`config.mk`:
```
export PLATFORM = sky130hd
export DESIGN_NAME = intr_timer_ctrl
export DESIGN_NICKNAME = d
export VERILOG_FILES = /design/src/rtl/intr_timer_ctrl.sv
export SDC_FILE = /design/constraint.sdc
export NUM_CORES = 1
export LEC_CHECK = 0
export BUFFER_PORTS_ARGS = -buffer_cell sky130_fd_sc_hd__buf_2
export CORE_UTILIZATION = 53
export CTS_BUF_LIST = sky130_fd_sc_hd__clkbuf_2 sky130_fd_sc_hd__clkbuf_4 sky130_fd_sc_hd__clkbuf_8
export DETAILED_ROUTE_END_ITERATION = 12
export GPL_ROUTABILITY_DRIVEN = 0
export PLACE_DENSITY_LB_ADDON = 0.3
export RECOVER_POWER = 50
export SYNTH_ARGS = -nofsm -noshare
export SYNTH_HDL_FRONTEND = slang
export SYNTH_SLANG_ARGS = --single-unit
```
`constraint.sdc`:
```
create_clock -name clk -period 1.9 [get_ports clk]
set_clock_uncertainty 0.2 [all_clocks]
set_input_delay 0.285 -clock clk [delete_from_list [all_inputs] [get_ports clk]]
set_output_delay 0.285 -clock clk [all_outputs]
set_load 0.05 [all_outputs]
```
`src/rtl/intr_timer_ctrl.sv`:
```
// Interrupt/timer controller: prescaled machine timer, external interrupt synchronisers,
// pending/enable registers and a fixed-priority request to the CSR unit.
// Build option INTR_EDGE_TRIGGER_EN selects edge-latched ext pending bits (default: level).
module intr_timer_ctrl #(
    parameter int NUM_EXT = 4,
    parameter int TIMER_W = 32,
    localparam int ID_W   = $clog2(NUM_EXT + 1)
) (
    input  logic               clk,
    input  logic               rst,
    input  logic [NUM_EXT-1:0] ext_irq,
    input  logic [2:0]         addr,
    input  logic [31:0]        wdata,
    input  logic               wr_en,
    input  logic               rd_en,
    output logic [31:0]        rdata,
    output logic               irq_req,
    output logic [ID_W-1:0]    irq_id,
    input  logic               irq_ack,
    output logic               timer_irq
);

    logic [TIMER_W-1:0] mtime_q, mtime_d;
    logic [TIMER_W-1:0] mtimecmp_q, mtimecmp_d;
    logic [7:0]         presc_q, presc_d;
    logic [7:0]         pcnt_q, pcnt_d;
    logic [NUM_EXT:0]   en_q, en_d;
    logic [NUM_EXT-1:0] ext_pend_q, ext_pend_d;
    logic [NUM_EXT-1:0] sync1_q, sync2_q, sync3_q;
    logic               timer_irq_q;
    logic [31:0]        rdata_q, rdata_d;

    logic               wr_mtime, wr_cmp, wr_presc, wr_en_reg, wr_pend;
    logic               tick;
    logic [NUM_EXT:0]   act;
    logic [NUM_EXT-1:0] ext_set, ext_keep, ext_clr;

    assign wr_mtime  = wr_en && (addr == 3'd0);
    assign wr_cmp    = wr_en && (addr == 3'd1);
    assign wr_presc  = wr_en && (addr == 3'd2);
    assign wr_en_reg = wr_en && (addr == 3'd3);
    assign wr_pend   = wr_en && (addr == 3'd4);

    // Timer datapath: a direct MTIME write overrides the increment in the same cycle.
    assign tick = (pcnt_q == presc_q);

    always_comb begin
        pcnt_d     = (wr_presc || tick) ? 8'd0 : pcnt_q + 8'd1;
        mtime_d    = wr_mtime ? wdata[TIMER_W-1:0] : (tick ? mtime_q + 1'b1 : mtime_q);
        mtimecmp_d = wr_cmp ? wdata[TIMER_W-1:0] : mtimecmp_q;
        presc_d    = wr_presc ? wdata[7:0] : presc_q;
        en_d       = wr_en_reg ? wdata[NUM_EXT:0] : en_q;
    end

    assign act     = {ext_pend_q, timer_irq_q} & en_q;
    assign irq_req = |act;

    always_comb begin
        irq_id = '0;
        for (int i = NUM_EXT; i >= 0; i--)
            if (act[i]) irq_id = ID_W'(i);
    end

    always_comb begin
        ext_clr = '0;
        for (int k = 0; k < NUM_EXT; k++)
            ext_clr[k] = (irq_req && irq_ack && (irq_id == ID_W'(k + 1))) ||
                         (wr_pend && wdata[k+1]);
    end

    // Level build holds nothing across cycles, so ack/W1C can never stick there.
`ifdef INTR_EDGE_TRIGGER_EN
    assign ext_set  = sync2_q & ~sync3_q;
    assign ext_keep = '1;
`else
    assign ext_set  = sync2_q;
    assign ext_keep = '0;
`endif
    assign ext_pend_d = ext_set | (ext_pend_q & ext_keep & ~ext_clr);

    always_comb begin
        rdata_d = rdata_q;
        if (rd_en) begin
            case (addr)
                3'd0:    rdata_d = 32'(mtime_q);
                3'd1:    rdata_d = 32'(mtimecmp_q);
                3'd2:    rdata_d = 32'(presc_q);
                3'd3:    rdata_d = 32'(en_q);
                3'd4:    rdata_d = 32'({ext_pend_q, timer_irq_q});
                default: rdata_d = 32'd0;
            endcase
        end
    end

    always_ff @(posedge clk or negedge rst) begin
        if (!rst) begin
            mtime_q     <= '0;
            mtimecmp_q  <= '1;
            presc_q     <= '0;
            pcnt_q      <= '0;
            en_q        <= '0;
            ext_pend_q  <= '0;
            sync1_q     <= '0;
            sync2_q     <= '0;
            sync3_q     <= '0;
            timer_irq_q <= 1'b0;
            rdata_q     <= '0;
        end else begin
            mtime_q     <= mtime_d;
            mtimecmp_q  <= mtimecmp_d;
            presc_q     <= presc_d;
            pcnt_q      <= pcnt_d;
            en_q        <= en_d;
            ext_pend_q  <= ext_pend_d;
            sync1_q     <= ext_irq;
            sync2_q     <= sync1_q;
            sync3_q     <= sync2_q;
            timer_irq_q <= (mtime_q >= mtimecmp_q);
            rdata_q     <= rdata_d;
        end
    end

    assign timer_irq = timer_irq_q;
    assign rdata     = rdata_q;

endmodule

```
# == Word-level counts from Yosys, hierarchy flattened ==
# Cells that the tools add are included.
# word_totals
output_inout_bits,37
in_bits,44
elab_cells,36
regBits,130
# op_classes
n_mux,9
n_reduce_logical,8
n_bitwise,1
addsub,2
n_eq_ne,5
order_cmp,1
# op_table
op,n
32-bit one-hot mux with 5 select lines,1
32-bit two-way mux,2
"32-bit by 1-bit adder with 32-bit output, second input constant",1
32-bit greater-or-equal comparator,1
3-bit two-way mux,5
"8-bit by 1-bit adder with 8-bit output, second input constant",1
8-bit equality test,1
8-bit two-way mux,1
"3-bit by 2-bit equality test with 1-bit output, second input constant",2
5-bit bitwise AND,1
5-bit OR reduction,1
1-bit logical AND,4
"3-bit by 1-bit equality test with 1-bit output, second input constant",1
"3-bit equality test, second input constant",1
3-bit zero test,1
2-bit nonzero test,1
1-bit logical OR,1

# == Longest topological paths before layout ==
# depth
depth_word,6
mapped_depth,8
depth_no_buf,8

# == Worst setup path after synthesis ==
# OpenSTA, ideal clock, no wires.
# synth_path
kind,register -> output
from,register timer_irq_q (netlist: timer_irq)
to,output port irq_id[1]
required_time_ns,1.415
path_buffers,0
slack_ns,-0.194
arrival_ns,1.609
path_stages_with_launch,3
cell_sequence,dfrtp_1 -> a22oi_1 -> nor2b_1
# synth_via
elab_chain_cells,2
# synth_rtl
item,line_no,source
start: declaration,30,logic timer_irq_q;
start signal: assignment,118,timer_irq_q <= (mtime_q >= mtimecmp_q);
5-bit bitwise AND,55,"assign act = {ext_pend_q, timer_irq_q} & en_q;"
3-bit two-way mux,61,if (act[i]) irq_id = ID_W'(i);
end: declaration,18,"output logic [ID_W-1:0] irq_id,"
# No other way between the ends.

# == Final worst setup path ==
# layout_path
from,register mtimecmp_q[15]
to,register timer_irq_q (netlist: timer_irq)
# layout_via
elab_chain_cells,1
# layout_rtl
item,line_no,source
start: declaration,24,"logic [TIMER_W-1:0] mtimecmp_q, mtimecmp_d;"
start signal: assignment,110,mtimecmp_q <= mtimecmp_d;
32-bit greater-or-equal comparator,118,
# No other way between the ends.
# A chain may end at the register's enable or synchronous reset.

==> flow_summary.ini <==
[outcome]
status = finished with violations
violations = negative setup slack

[sta]
tightest_slew_ps = 1210
fin_crit_sh = 1.24
setup_slack_ps = -449
period_needed_ps = 2350
tns_ps = -7490
slew_violations = 0
timing.final.hold_violations = 0
fmax_mhz = 426
slew_headroom = 0.196
rsz0062_at_grt = yes
finalSetupViolCount = 45

[finish]
drive_gt1_frac = 0.419
layout_common_cells = 94 x buf_4, 91 x dfrtp_1, 82 x nand2_1, 75 x buf_2, 38 x dlygate4sd3_1
layout.nets = 968
antenna_cells = 0
fillers = 709
areaGrowthSynthToFinish_pct = 43.2
fin_area_um2 = 9710
final_common_cell = buf_4

[placement]
dpl_cell_area_um2 = 8070
dp_hpwl_um = 11900
io_buffers = 79

[detailed_routing]
first_pass_iters = 5
drc = 0
dr_total_vias = 6242
wl_per_cell_um = 19.5
antenna_left = 0
vias_per_cell = 5.83
drt_iter0_drc = 480
wirelength_um = 20900

[logic_synthesis]
synth_xor_area_frac = 0.0543
ys_warn_count = 0
synth_top_family_by_area = simple AND/OR/NAND/NOR gates
synth_fa_ha_area_frac = 0.0627
syn_inst = 660
syn_nets = 738
synthMuxAreaShare = 0.0812
synth_cell_types = 49
synth_area_per_cell_um2 = 10.3
synthSimpleGateAreaFrac = 0.153
ys.flop_type = dfrtp_1
synth_top_area_share = 0.362
ys_ff_latch = 130
synth_area_leaders = dfrtp_1 36%, dfstp_2 12%, ha_1 6.3%, nand2_1 4.7%, mux2i_1 4.1%
synthArstFlopShare = 1.00
synth-compound-area-share = 0.122
synth_top_cell_by_area = dfrtp_1
synth_edf_count = 0
synth-seq-area-share = 0.486
synth_area_um2 = 6780

[clocking]
clock-root-buffer = clkbuf_8
clock_path_buffers = 2
cts-htree-levels = 4
path_clk_slew_ps = 80
cts_buffers = 17
cts_tree = yes
cts_sinks = 130
clock_latency_ps = 460

[setup_path]
crit_arrival_ps = 2510
crit_type = flip-flop to flip-flop
crit_start = mtimecmp_q[15]
cp-start-kind = flip-flop
timing.rr.start = mtimecmp_q[15]
end_kind = flip-flop
critPathRequiredTime_ps = 2070
crit_fanout = 2

[power]
power_uw = 10300
p_leak_uw = 0.00449
vdd_drop_max_mv = 0.886
p_per_area_nw_per_um2 = 1060

[floorplanning]
fp.dieH_um = 115
rows = 40
initial_core_util = 0.553
die_x_um = 115
dieArea_um2 = 13200
pin_count = 81
core_area_um2 = 12300

[min_path]
hold_path.class = flip-flop to flip-flop
holdCritStartpoint = ext_pend_d[1]

[global_route]
groute.usage.overall = 0.316
grt_start_max_net_pins = 86
antenna_found_initial = 0
grt_overflow = 0
grt_pass1_wl_um = 31800
grt_pass1_vias = 6445

[run]
maxCapViolCount = 0
-- worst max-delay path, cell delays in order, from the launching register on --
cell      delay (ps)
dfstp_2          550
inv_2             60
ha_4             260
nand4_1          170
nor4_2           350
o211ai_1         140
o211ai_1         150
a211oi_2         130
o31ai_1          240
-- final cells by class --
class / instances / area (um2) / area share
clock buffer: 22 / 284 / 0.0293
tap: 168 / 210 / 0.0216
multi-input combinational: 461 / 3810 / 0.392
clock inverter: 10 / 85.1 / 0.00876
timing repair buffer: 238 / 1860 / 0.192
inverter: 42 / 158 / 0.0162
sequential: 130 / 3300 / 0.340
-- state kept, by name (all words and copies together) (netlist names) --
register,flops
sync1_q,4
rdata,32
timer_irq,1
mtime_q,32
pcnt_q,8
mtimecmp_q,32
presc_q,8
en_q,5
ext_pend_d,4
ext_pend_q,4
-- metal layers --
layer  GRT usage  vias to the layer above  wire length (um)
met5           0                        -                 0
met2       0.538                      270             10600
met1       0.384                     3093              8300
met3      0.0590                       88              1030
met4       0.165                        0               973
li1            -                     2791                 -
-- synthesized netlist by cell type, types with 6 or more instances --
master / instances
dfstp_2: 32
mux2i_1: 28
mux2_2: 14
o21ai_1: 11
inv_1: 42
a21oi_1: 16
nand3_1: 14
nand4_1: 14
clkbuf_1: 21
o21ai_0: 50
a21o_1: 6
nor4_1: 7
xnor2_1: 30
ha_1: 34
and3_1: 6
nor3_1: 20
xor2_1: 12
o2bb2ai_1: 27
nor2_1: 38
nand2_1: 85
dfrtp_1: 98
-- cell families (layout without fill, tap and decap cells) --
family                     Yosys count  in the layout
and+or+nand+nor                    207            209
DFF                                130            130
AOI/OAI and AO/OA                  129            129
buffers and inverters               71            312
muxes                               47             47
xor gates and xnor gates            42             42
adders and majority gates           34             34
-- timing repair --
item | 4_1_cts | 5_1_grt
setup buffers | 27 | 11
pin swaps | 56 | 47
gates cloned | 2 | 0
hold buffers | 38 | 0
endpoints found under the setup margin | 41 | 46
gates resized for setup | 81 | 53
endpoints found under the hold margin | 184 | 0
-- power by group --
group	switching (uW)	internal, uW
Sequential	514	3400
Clock	1100	1130
Combinational	2190	1930
Total	3800	6470
-- final timing paths --
check,to,slack [ps],cells after the start
max in group asynchronous,mtime_q[7],80,3
min in group asynchronous,rdata[19],490,3
hold / removal,ext_pend_q[1],150,0
setup reg to reg,timer_irq,-450,8
hold reg to reg,ext_pend_q[1],150,0
setup / recovery,timer_irq,-450,8
-- through the flow --
stage	hold WS [ps]	instances	worst slack (ps)	util
CTS	156	1062	-299	0.768
detailed placement	137	963	-449	0.658
floorplan	-211	660	-133	-
global route	166	1071	-493	0.792
global placement	132	963	-328	0.658
finish	150	1071	-449	0.792
(Power assumes the default switching activity.)
